--- src/rtl/ram_scan_if.sv ---
// ram_scan_if: command and stream handshakes between the checkpoint
// buffer/DMA (master) and the RAM scan-chain controller (slave).
interface ram_scan_if #(
  parameter int DATA_WIDTH = 64
);
  logic                  cmd_valid;
  logic                  cmd_ready;
  logic                  cmd_dir;
  logic                  busy;
  logic                  done;
  logic                  dump_valid;
  logic                  dump_ready;
  logic [DATA_WIDTH-1:0] dump_data;
  logic                  load_valid;
  logic                  load_ready;
  logic [DATA_WIDTH-1:0] load_data;

  modport master (
    output cmd_valid, cmd_dir, dump_ready, load_valid, load_data,
    input  cmd_ready, busy, done, dump_valid, dump_data, load_ready
  );

  modport slave (
    input  cmd_valid, cmd_dir, dump_ready, load_valid, load_data,
    output cmd_ready, busy, done, dump_valid, dump_data, load_ready
  );
endinterface

--- src/rtl/ram_scan_ctrl.sv ---
// ram_scan_ctrl: pauses the emulated DUT, then dumps (chain -> stream) or
// restores (stream -> chain) exactly WORDS scan words, gating the RAM clock
// so that a stalled stream freezes the chain.
// Optional feature: define RAM_SCAN_CHECKSUM_EN to add a rotate-XOR
// checksum output over every transferred word.
module ram_scan_ctrl #(
  parameter int DATA_WIDTH = 64,
  parameter int WORDS      = 16,
  parameter int PRE_CYCLES = 2
) (
  input  logic                  clk,
  input  logic                  rst_n,
  ram_scan_if.slave             bus,
  output logic                  dut_pause,
  output logic                  ram_clk_en,
  output logic                  emu_ram_se,
  output logic                  emu_ram_sd,
  output logic [DATA_WIDTH-1:0] emu_ram_di,
  input  logic [DATA_WIDTH-1:0] emu_ram_do
`ifdef RAM_SCAN_CHECKSUM_EN
  ,
  output logic [DATA_WIDTH-1:0] checksum
`endif
);

  localparam int CW = $clog2(WORDS + 1);
  localparam int PW = $clog2(PRE_CYCLES + 1);
  localparam logic [CW-1:0] LAST_WORD = CW'(WORDS - 1);
  localparam logic [PW-1:0] PRE_LAST  = PW'(PRE_CYCLES - 1);

  localparam logic [2:0] S_IDLE  = 3'd0;
  localparam logic [2:0] S_PAUSE = 3'd1;
  localparam logic [2:0] S_PRE   = 3'd2;
  localparam logic [2:0] S_XFER  = 3'd3;
  localparam logic [2:0] S_POST  = 3'd4;
  localparam logic [2:0] S_UNSE  = 3'd5;
  localparam logic [2:0] S_DONE  = 3'd6;

  logic [2:0]    state_r;
  logic [2:0]    state_nxt_s;
  logic          dir_r;
  logic [CW-1:0] cnt_r;
  logic [PW-1:0] pre_r;

  logic cmd_hs_s;
  logic xfer_hs_s;

  logic                  cmd_ready_s;
  logic                  busy_s;
  logic                  done_s;
  logic                  dump_valid_s;
  logic                  load_ready_s;
  logic                  pause_s;
  logic                  clk_en_s;
  logic                  se_s;
  logic                  sd_s;
  logic [DATA_WIDTH-1:0] di_s;

  assign cmd_hs_s  = (state_r == S_IDLE) && bus.cmd_valid;
  // Handshake side depends only on the latched direction, never on the peer.
  assign xfer_hs_s = (state_r == S_XFER) &&
                     (dir_r ? bus.load_valid : bus.dump_ready);

  // Next-state selection for the scan sequence.
  always_comb begin
    state_nxt_s = state_r;
    case (state_r)
      S_IDLE: begin
        if (bus.cmd_valid) state_nxt_s = S_PAUSE;
        else               state_nxt_s = S_IDLE;
      end
      S_PAUSE: begin
        if (dir_r) state_nxt_s = S_XFER;
        else       state_nxt_s = S_PRE;
      end
      S_PRE: begin
        if (pre_r == PRE_LAST) state_nxt_s = S_XFER;
        else                   state_nxt_s = S_PRE;
      end
      S_XFER: begin
        if (xfer_hs_s && (cnt_r == LAST_WORD)) begin
          if (dir_r) state_nxt_s = S_POST;
          else       state_nxt_s = S_UNSE;
        end else begin
          state_nxt_s = S_XFER;
        end
      end
      S_POST:  state_nxt_s = S_UNSE;
      S_UNSE:  state_nxt_s = S_DONE;
      S_DONE:  state_nxt_s = S_IDLE;
      default: state_nxt_s = S_IDLE;
    endcase
  end

  // State register plus direction latch and word / fill counters.
  always_ff @(posedge clk or negedge rst_n) begin
    if (!rst_n) begin
      state_r <= S_IDLE;
      dir_r   <= 1'b0;
      cnt_r   <= {CW{1'b0}};
      pre_r   <= {PW{1'b0}};
    end else begin
      state_r <= state_nxt_s;
      if (cmd_hs_s) begin
        dir_r <= bus.cmd_dir;
        cnt_r <= {CW{1'b0}};
        pre_r <= {PW{1'b0}};
      end else begin
        if (state_r == S_PRE) pre_r <= pre_r + {{(PW-1){1'b0}}, 1'b1};
        // Counter stops at WORDS on the terminal handshake; it never wraps.
        if (xfer_hs_s) cnt_r <= cnt_r + {{(CW-1){1'b0}}, 1'b1};
      end
    end
  end

  // Output decode from the state register; the RAM clock follows the
  // stream handshake in XFER so a stall freezes the chain.
  always_comb begin
    cmd_ready_s  = 1'b0;
    done_s       = 1'b0;
    dump_valid_s = 1'b0;
    load_ready_s = 1'b0;
    pause_s      = 1'b0;
    clk_en_s     = 1'b0;
    se_s         = 1'b0;
    sd_s         = 1'b0;
    di_s         = {DATA_WIDTH{1'b0}};
    case (state_r)
      S_IDLE: begin
        cmd_ready_s = 1'b1;
        clk_en_s    = 1'b1;
      end
      S_PAUSE: begin
        pause_s = 1'b1;
      end
      S_PRE: begin
        pause_s  = 1'b1;
        se_s     = 1'b1;
        clk_en_s = 1'b1;
      end
      S_XFER: begin
        pause_s = 1'b1;
        se_s    = 1'b1;
        sd_s    = dir_r;
        if (dir_r) begin
          load_ready_s = 1'b1;
          di_s         = bus.load_data;
          clk_en_s     = bus.load_valid;
        end else begin
          dump_valid_s = 1'b1;
          clk_en_s     = bus.dump_ready;
        end
      end
      S_POST: begin
        pause_s  = 1'b1;
        se_s     = 1'b1;
        sd_s     = 1'b1;
        clk_en_s = 1'b1;
      end
      S_UNSE: begin
        pause_s = 1'b1;
      end
      S_DONE: begin
        done_s   = 1'b1;
        clk_en_s = 1'b1;
      end
      default: begin
        cmd_ready_s = 1'b0;
      end
    endcase
  end

  assign busy_s         = (state_r != S_IDLE);
  assign bus.cmd_ready  = cmd_ready_s;
  assign bus.busy       = busy_s;
  assign bus.done       = done_s;
  assign bus.dump_valid = dump_valid_s;
  assign bus.dump_data  = emu_ram_do;
  assign bus.load_ready = load_ready_s;
  assign dut_pause      = pause_s;
  assign ram_clk_en     = clk_en_s;
  assign emu_ram_se     = se_s;
  assign emu_ram_sd     = sd_s;
  assign emu_ram_di     = di_s;

`ifdef RAM_SCAN_CHECKSUM_EN
  logic [DATA_WIDTH-1:0] checksum_r;
  logic [DATA_WIDTH-1:0] xfer_word_s;

  assign xfer_word_s = dir_r ? bus.load_data : emu_ram_do;

  // Rotate-left-by-one then XOR each transferred word; cleared per command.
  always_ff @(posedge clk or negedge rst_n) begin
    if (!rst_n) begin
      checksum_r <= {DATA_WIDTH{1'b0}};
    end else if (cmd_hs_s) begin
      checksum_r <= {DATA_WIDTH{1'b0}};
    end else if (xfer_hs_s) begin
      checksum_r <= {checksum_r[DATA_WIDTH-2:0], checksum_r[DATA_WIDTH-1]} ^ xfer_word_s;
    end else begin
      checksum_r <= checksum_r;
    end
  end

  assign checksum = checksum_r;
`endif

endmodule
--- src/flat_wrapper.sv ---
// flat-port wrapper written by rule: the top's interface ports become plain ports
module ram_scan_ctrl_flat 
#(
  parameter int DATA_WIDTH = 64,
  parameter int WORDS      = 16,
  parameter int PRE_CYCLES = 2
)
  (clk, rst_n, dut_pause, ram_clk_en, emu_ram_se, emu_ram_sd, emu_ram_di, emu_ram_do, bus_cmd_valid, bus_cmd_dir, bus_dump_ready, bus_load_valid, bus_load_data, bus_cmd_ready, bus_busy, bus_done, bus_dump_valid, bus_dump_data, bus_load_ready);
  ram_scan_if #(.DATA_WIDTH(DATA_WIDTH)) bus_i ();
  input  logic clk;
  input  logic rst_n;
  output logic dut_pause;
  output logic ram_clk_en;
  output logic emu_ram_se;
  output logic emu_ram_sd;
  output logic [DATA_WIDTH-1:0] emu_ram_di;
  input  logic [DATA_WIDTH-1:0] emu_ram_do;
  input wire logic [$bits(bus_i.cmd_valid)-1:0] bus_cmd_valid;
  input wire logic [$bits(bus_i.cmd_dir)-1:0] bus_cmd_dir;
  input wire logic [$bits(bus_i.dump_ready)-1:0] bus_dump_ready;
  input wire logic [$bits(bus_i.load_valid)-1:0] bus_load_valid;
  input wire logic [$bits(bus_i.load_data)-1:0] bus_load_data;
  output wire logic [$bits(bus_i.cmd_ready)-1:0] bus_cmd_ready;
  output wire logic [$bits(bus_i.busy)-1:0] bus_busy;
  output wire logic [$bits(bus_i.done)-1:0] bus_done;
  output wire logic [$bits(bus_i.dump_valid)-1:0] bus_dump_valid;
  output wire logic [$bits(bus_i.dump_data)-1:0] bus_dump_data;
  output wire logic [$bits(bus_i.load_ready)-1:0] bus_load_ready;
  assign bus_i.cmd_valid = bus_cmd_valid;
  assign bus_i.cmd_dir = bus_cmd_dir;
  assign bus_i.dump_ready = bus_dump_ready;
  assign bus_i.load_valid = bus_load_valid;
  assign bus_i.load_data = bus_load_data;
  assign bus_cmd_ready = bus_i.cmd_ready;
  assign bus_busy = bus_i.busy;
  assign bus_done = bus_i.done;
  assign bus_dump_valid = bus_i.dump_valid;
  assign bus_dump_data = bus_i.dump_data;
  assign bus_load_ready = bus_i.load_ready;
  ram_scan_ctrl #(.DATA_WIDTH(DATA_WIDTH), .WORDS(WORDS), .PRE_CYCLES(PRE_CYCLES)) u_core (.clk(clk), .rst_n(rst_n), .bus(bus_i), .dut_pause(dut_pause), .ram_clk_en(ram_clk_en), .emu_ram_se(emu_ram_se), .emu_ram_sd(emu_ram_sd), .emu_ram_di(emu_ram_di), .emu_ram_do(emu_ram_do));
endmodule
--- config.mk ---
export PLATFORM = sky130hd
export DESIGN_NAME = ram_scan_ctrl_flat
export DESIGN_NICKNAME = d
export VERILOG_FILES = /design/src/rtl/ram_scan_if.sv /design/src/rtl/ram_scan_ctrl.sv /design/src/flat_wrapper.sv
export SDC_FILE = /design/constraint.sdc
export NUM_CORES = 1
export LEC_CHECK = 0
export CORE_AREA = 4 4 104 106
export DETAILED_ROUTE_END_ITERATION = 8
export DIE_AREA = 0 0 108 110
export GPL_ROUTABILITY_DRIVEN = 0
export HOLD_SLACK_MARGIN = 0.05
export SKIP_CTS_REPAIR_TIMING = 1
export SYNTH_ARGS = -nofsm -noshare
export SYNTH_HDL_FRONTEND = slang
export SYNTH_SLANG_ARGS = --single-unit
export TNS_END_PERCENT = 100
--- constraint.sdc ---
create_clock -name clk -period 2 [get_ports clk]
set_clock_uncertainty 0.1 [all_clocks]
set_input_delay 0.2 -clock clk [delete_from_list [all_inputs] [get_ports clk]]
set_output_delay 0.2 -clock clk [all_outputs]
set_load 0.02 [all_outputs]
Word level (Yosys, flattened, before mapping)
Index checks and enable logic that the tools add are counted.
Word-level totals
  register bits after elaboration: 11
  bits of input ports: 134
  output and inout bits: 137
  logic and storage cells: 47
Cells by class
  $add $sub $neg: 2
  eq/ne operators: 8
  multiplexer cells: 23
  reductions and logical operators: 10
Operators by type and width (number)
  $mux W64: 2
  $pmux W3 S6: 1
  $mux W1: 13
  $mux W5: 2
  $eq A3 B3 Y1 const B: 3
  $eq A3 B2 Y1 const B: 2
  $add A5 B1 Y5 const B: 1
  $eq A5 B4 Y1 const B: 1
  $reduce_or A5 Y1: 1
  $mux W2: 2
  $pmux W1 S2: 2
  $reduce_bool A2 Y1: 2
  $reduce_or A4 Y1: 1
  $eq A3 B1 Y1 const B: 1
  $logic_and A1 B1 Y1: 3
  $logic_not A3 Y1: 1
  $mux W3: 1
  $reduce_bool A3 Y1: 1
  $reduce_or A3 Y1: 1
  $add A2 B1 Y2 const B: 1
  $eq A2 B1 Y1 const B: 1

Longest topological paths before layout
  depth after elaboration: 5
  mapped depth: 5
  depth with buffers taken out: 5

Least setup slack after synthesis
OpenSTA, ideal clock, no wires.
  path type: reg-to-output
  from: reg u_core.state_r[2]
  to: out bus_busy
  arrival time: 1426 ps
  required time: 1700 ps
  setup slack: 274 ps
  stages on the path, launching flop included: 4
  buffers on the path: 1
  cell sequence: dfrtp_1 -> clkbuf_1 -> nor3_1 -> inv_1
Between the ends
  word-level cells in the longest chain between the ends: 1
Ends and longest elaborated chain
  from (decl): line ram_scan_ctrl.sv:39  | logic [2:0] state_r;
  from (signal assigned): line ram_scan_ctrl.sv:103  | state_r <= state_nxt_s;
  $reduce_bool A3 Y1: line ram_scan_ctrl.sv:173  | assign busy_s = (state_r != S_IDLE);
  to (decl): line flat_wrapper.sv:24  | output wire logic [$bits(bus_i.busy)-1:0] bus_busy;
No other way between the ends.

Worst setup path after layout
  from: reg u_core.state_r[2]
  to: out emu_ram_se
Between the ends
  word-level cells in the longest chain between the ends: 3
  elaborated cells between the ends (all ways): 5
  classes of those cells: eq/ne (3); mux (1); reduce/logical (1)
Ends and longest elaborated chain
  $eq A3 B3 Y1 or $eq A3 B2 Y1 (tied branches): line ram_scan_ctrl.sv:128  | case (state_r)
  $reduce_or A3 Y1 (no source line) (*)
  $mux W1 (*): line ram_scan_ctrl.sv:128
  to (decl): line flat_wrapper.sv:14  | output logic emu_ram_se;
Every way passes the cells marked *; elsewhere a longest branch is shown, timed or not.

==> summary.md <==
The maximum clock rate was 0.521 GHz; the count of pins on the block boundary was 271. Dividing the detail-routed wire length by the instance count gives 17.7 um. After layout, the worst path uses 96.1% of the clock period.

At the end of the flow, the number of nets in the layout was 423. The first global-routing pass estimated 9360 um of wire. Of the cells placed in the final design, the portion with a size suffix greater than 1 is 6.67%. STA classifies the critical path endpoint as a primary output. The count of warnings emitted by yosys is 0, and the number of antenna diodes is 0. The number of flip-flops and latches in the synthesized netlist was 11. For the starting density of the core, the log shows 16.2%. By startpoint and endpoint, the worst setup path is classified as reg2out.

The logs give 2970 um^2 for the final design area excluding fillers and 0.205 ns for the worst hold slack across all endpoints. The tree is rooted in a clkbuf_8. The number of placement rows came out at 36. Wires add up to 7410 um. The number of sinks on the clock net was 11. The maximum fanout along the worst path is 12, and the HPWL after detailed placement is 5770 um. The logs give 390 uV for the maximum vdd drop and 211 for the number of instances in the synthesized netlist.

A synthesized cell averages 7.52 um^2. Port buffering added 142 buffers. The tools report the number of slew-limit violations in the final report as 0. Total overflow reported by the global router: 0.

TritonCTS built the clock tree. The count of nets left with antenna violations once routing finished came out at 0. The area growth from synthesis to layout is 86.9%. For the design internal power, the log shows 1.79 mW.

The design draws 3.40 mW. Counting both buffers and inverters, the worst setup path holds a total of 2. The flow ran to the end, and the final reports show no timing, DRC or antenna violations.

Counting the fill cells in the layout gives 1035. After synthesis the cells add up to 1590 um^2. Excluding fillers, the count of instances in the completed layout stands at 418. The tools report the maximum level of the CTS H-tree as 1. The number of placed instances, taps included, is 413. In this run, the number of DRC markers left after iteration 0 of detailed routing was 108. The ratio of routed vias to standard cells was 4.01.

The type of the most critical hold path was in2async. The number of library cell types mapped by synthesis was 31; the total count of hold-check failures in the final report was 0. Per report_power, the clock group accounts for 6.4% of the total.

The worst path in the final design needs a cycle of 1.92 ns, including I/O delays and setup. On the worst path, the slowest cell contributes a delay of 0.60 ns. Power spread over the standard cell area amounts to 1150 nW/um^2. The core area was 9770 um^2. The logs give 0.23 ns for the later-pin clock latency in the skew report and 0 for the remaining design rule violation count.

After detailed placement, the total cell area comes to 2710 um^2. For the pin with the worst max-slew slack, the measured transition is 0.506 ns. The die height was 110 um; the arrival time of data at the critical path endpoint was 1.62 ns.

Combinational logic burns 82.2% of the power. The highest-delay cell along the critical path was clkdlybuf4s50_1. Across every metal layer, demand over resource in global routing totals 9.85%. The number of max-cap violations is 0, and the total clock buffers created by CTS is 3.

The worst register-to-register path has a depth of 3. Counting every net in the synthesized netlist gives 348. Summed over all cells, the static leakage comes to 2.45 nW. Among cell families on the critical path, the largest total delay comes from buffers and inverters. Traced cell by cell, the critical path runs through buf_4, nand2b_1, nand2_1, clkdlybuf4s50_1.

The via count of the first global-routing pass is 1671. The logs give 1.61 mW for the switching power and 66.1% for the relative max-transition margin. Of the synthesized area, sequential elements account for 17.3%. Entering global routing, the biggest net connects 69 pins. The worst setup path is launched from a flop.

The critical path runs through a total of 4 cells. Setup repair after global routing could not meet its margin everywhere. The die covers 11900 um^2. The floorplan step set the die width to 108 um. The number of antenna violations at the first check in global routing came out at 0. Setup violations remaining at the end of the flow were counted as 0. At the worst endpoint, the required time is 1.70 ns. The number of vias in the routed layout is 1676, and the clock slew seen by the registers of the worst setup and hold paths is 0.05 ns. The clock passes through at most 2 buffers.

The fraction of power spent switching nets was 47.4%. The first TritonRoute pass finished after 4 iterations. The tools report the part of the total power dissipated in sequential elements as 11.4%.
==> synth_stat cells <==
| cell | count | area [um^2] |
|---|---|---|
| buf_2 | 4 | 20.0 |
| nand3b_1 | 1 | 7.51 |
| nor2b_1 | 1 | 6.26 |
| nor2_1 | 4 | 15.0 |
| or4b_1 | 1 | 10.0 |
| o32a_1 | 1 | 10.0 |
| nor3_1 | 2 | 10.0 |
| buf_1 | 1 | 3.75 |
| a22oi_1 | 2 | 15.0 |
| dfrtp_1 | 11 | 275 |
| and3_1 | 66 | 413 |
| o22ai_1 | 1 | 6.26 |
| clkbuf_1 | 14 | 52.6 |
| mux2_4 | 1 | 15.0 |
| mux2i_1 | 5 | 50.1 |
| mux2_2 | 1 | 11.3 |
| nand3_1 | 3 | 15.0 |
| o21ai_1 | 1 | 5.00 |
| and3b_1 | 1 | 8.76 |
| or3_1 | 1 | 6.26 |
| buf_4 | 64 | 480 |
| inv_1 | 3 | 11.3 |
| xor2_1 | 1 | 8.76 |
| o221ai_1 | 1 | 8.76 |
| inv_2 | 1 | 3.75 |
| nand2b_1 | 3 | 18.8 |
| nand2_1 | 8 | 30.0 |
| a21oi_1 | 1 | 5.00 |
| a22o_1 | 1 | 8.76 |
| and2_1 | 3 | 18.8 |
| ha_1 | 3 | 37.5 |
==> sequential cells by signal, indices dropped and copies added (netlist names) <==
| name | flops |
|---|---|
| u_core.dir_r | 1 |
| u_core.pre_r | 2 |
| u_core.cnt_r | 5 |
| u_core.state_r | 3 |
==> power groups by stage <==
stage	clock network (mW)	logic [mW]	registers, mW
2_1_floorplan	0	1.68	0.378
3_3_place_gp	0	2.76	0.382
3_5_place_dp	0	2.79	0.390
4_1_cts	0.221	2.81	0.387
5_1_grt	0.236	3.01	0.405
6_report	0.216	2.80	0.388
==> cell type report <==
type / count / area (um^2) / area share [%]
well taps: 133 / 166 / 5.61
inverters: 4 / 15.0 / 0.506
clock buffers: 4 / 45.0 / 1.52
multi-input cells: 113 / 747 / 25.2
repair buffers: 153 / 1720 / 57.9
flip-flops and latches: 11 / 275 / 9.27
==> final timing paths <==
kind                                                     to                        start  slack, ns
worst min-delay path            u_core.pre_r[0]$_DFFE_PN0P_                        rst_n       0.21
max in group asynchronous       u_core.cnt_r[3]$_DFFE_PN0P_                        rst_n       1.25
min in group clk                          bus_dump_data[12]               emu_ram_do[12]       0.30
worst min register to register  u_core.cnt_r[3]$_DFFE_PN0P_  u_core.cnt_r[3]$_DFFE_PN0P_       0.38
worst max-delay path                             emu_ram_se  u_core.state_r[2]$_DFF_PN0_       0.08
worst max register to register     u_core.dir_r$_DFFE_PN0P_  u_core.state_r[2]$_DFF_PN0_       0.28
==> per-stage QoR <==
stage | util [%] | worst slack, ns | TNS (ns)
floorplan | - | 0.274 | 0
global placement | 27.7 | -0.0933 | -0.137
detailed placement | 27.7 | -0.0780 | -0.370
CTS | 28.1 | -0.308 | -17.25
global route | 30.4 | -0.0190 | -0.0190
finish | 30.4 | 0.0790 | 0
==> layout by cell type (no fill, tap or decap) <==
master and instances:
a21oi_1 1, a22o_1 1, a22oi_1 2, and2_1 3, and3_1 66, and3b_2 1
buf_12 1, buf_4 8, buf_8 1, clkbuf_1 1, clkbuf_16 1, clkbuf_8 3
clkdlybuf4s50_1 71, dfrtp_1 11, dlymetal6s2s_1 71, ha_1 3, inv_1 3, inv_2 1
mux2_2 1, mux2_4 1, mux2i_1 5, nand2_1 8, nand2b_1 3, nand3_1 3
nand3b_1 1, nor2_1 4, nor2b_1 1, nor3_1 1, nor3_2 1, o21ai_1 1
o221ai_1 1, o22ai_1 1, o32a_1 1, or3_1 1, or4b_1 1, xor2_1 1
==> layer usage <==
layer	GRT usage (%)	wire (um)	up-vias
met2	17.2	3850	105
met1	10.4	2380	766
met5	0	0	-
li1	-	-	797
met3	5.59	1120	8
met4	2.07	54	0
==> worst reg2reg max path, cell delays in order, from the launching register on <==
cell and delay (ns):
dfrtp_1 0.37, buf_4 0.17, or4b_1 0.63, mux2_4 0.33
==> cells by family after synthesis <==
family / Yosys count / share of synthesized area, %
XOR/XNOR: 1 / 0.552
flip-flops: 11 / 17.3
AND/OR/NAND/NOR: 94 / 35.2
multiplexers: 7 / 4.81
AO/OA/AOI/OAI: 8 / 3.70
adder cells (fa/ha/maj): 3 / 2.36
buffers and inverters: 87 / 36.0
No activity file was read; power rests on OpenSTA's default activity.
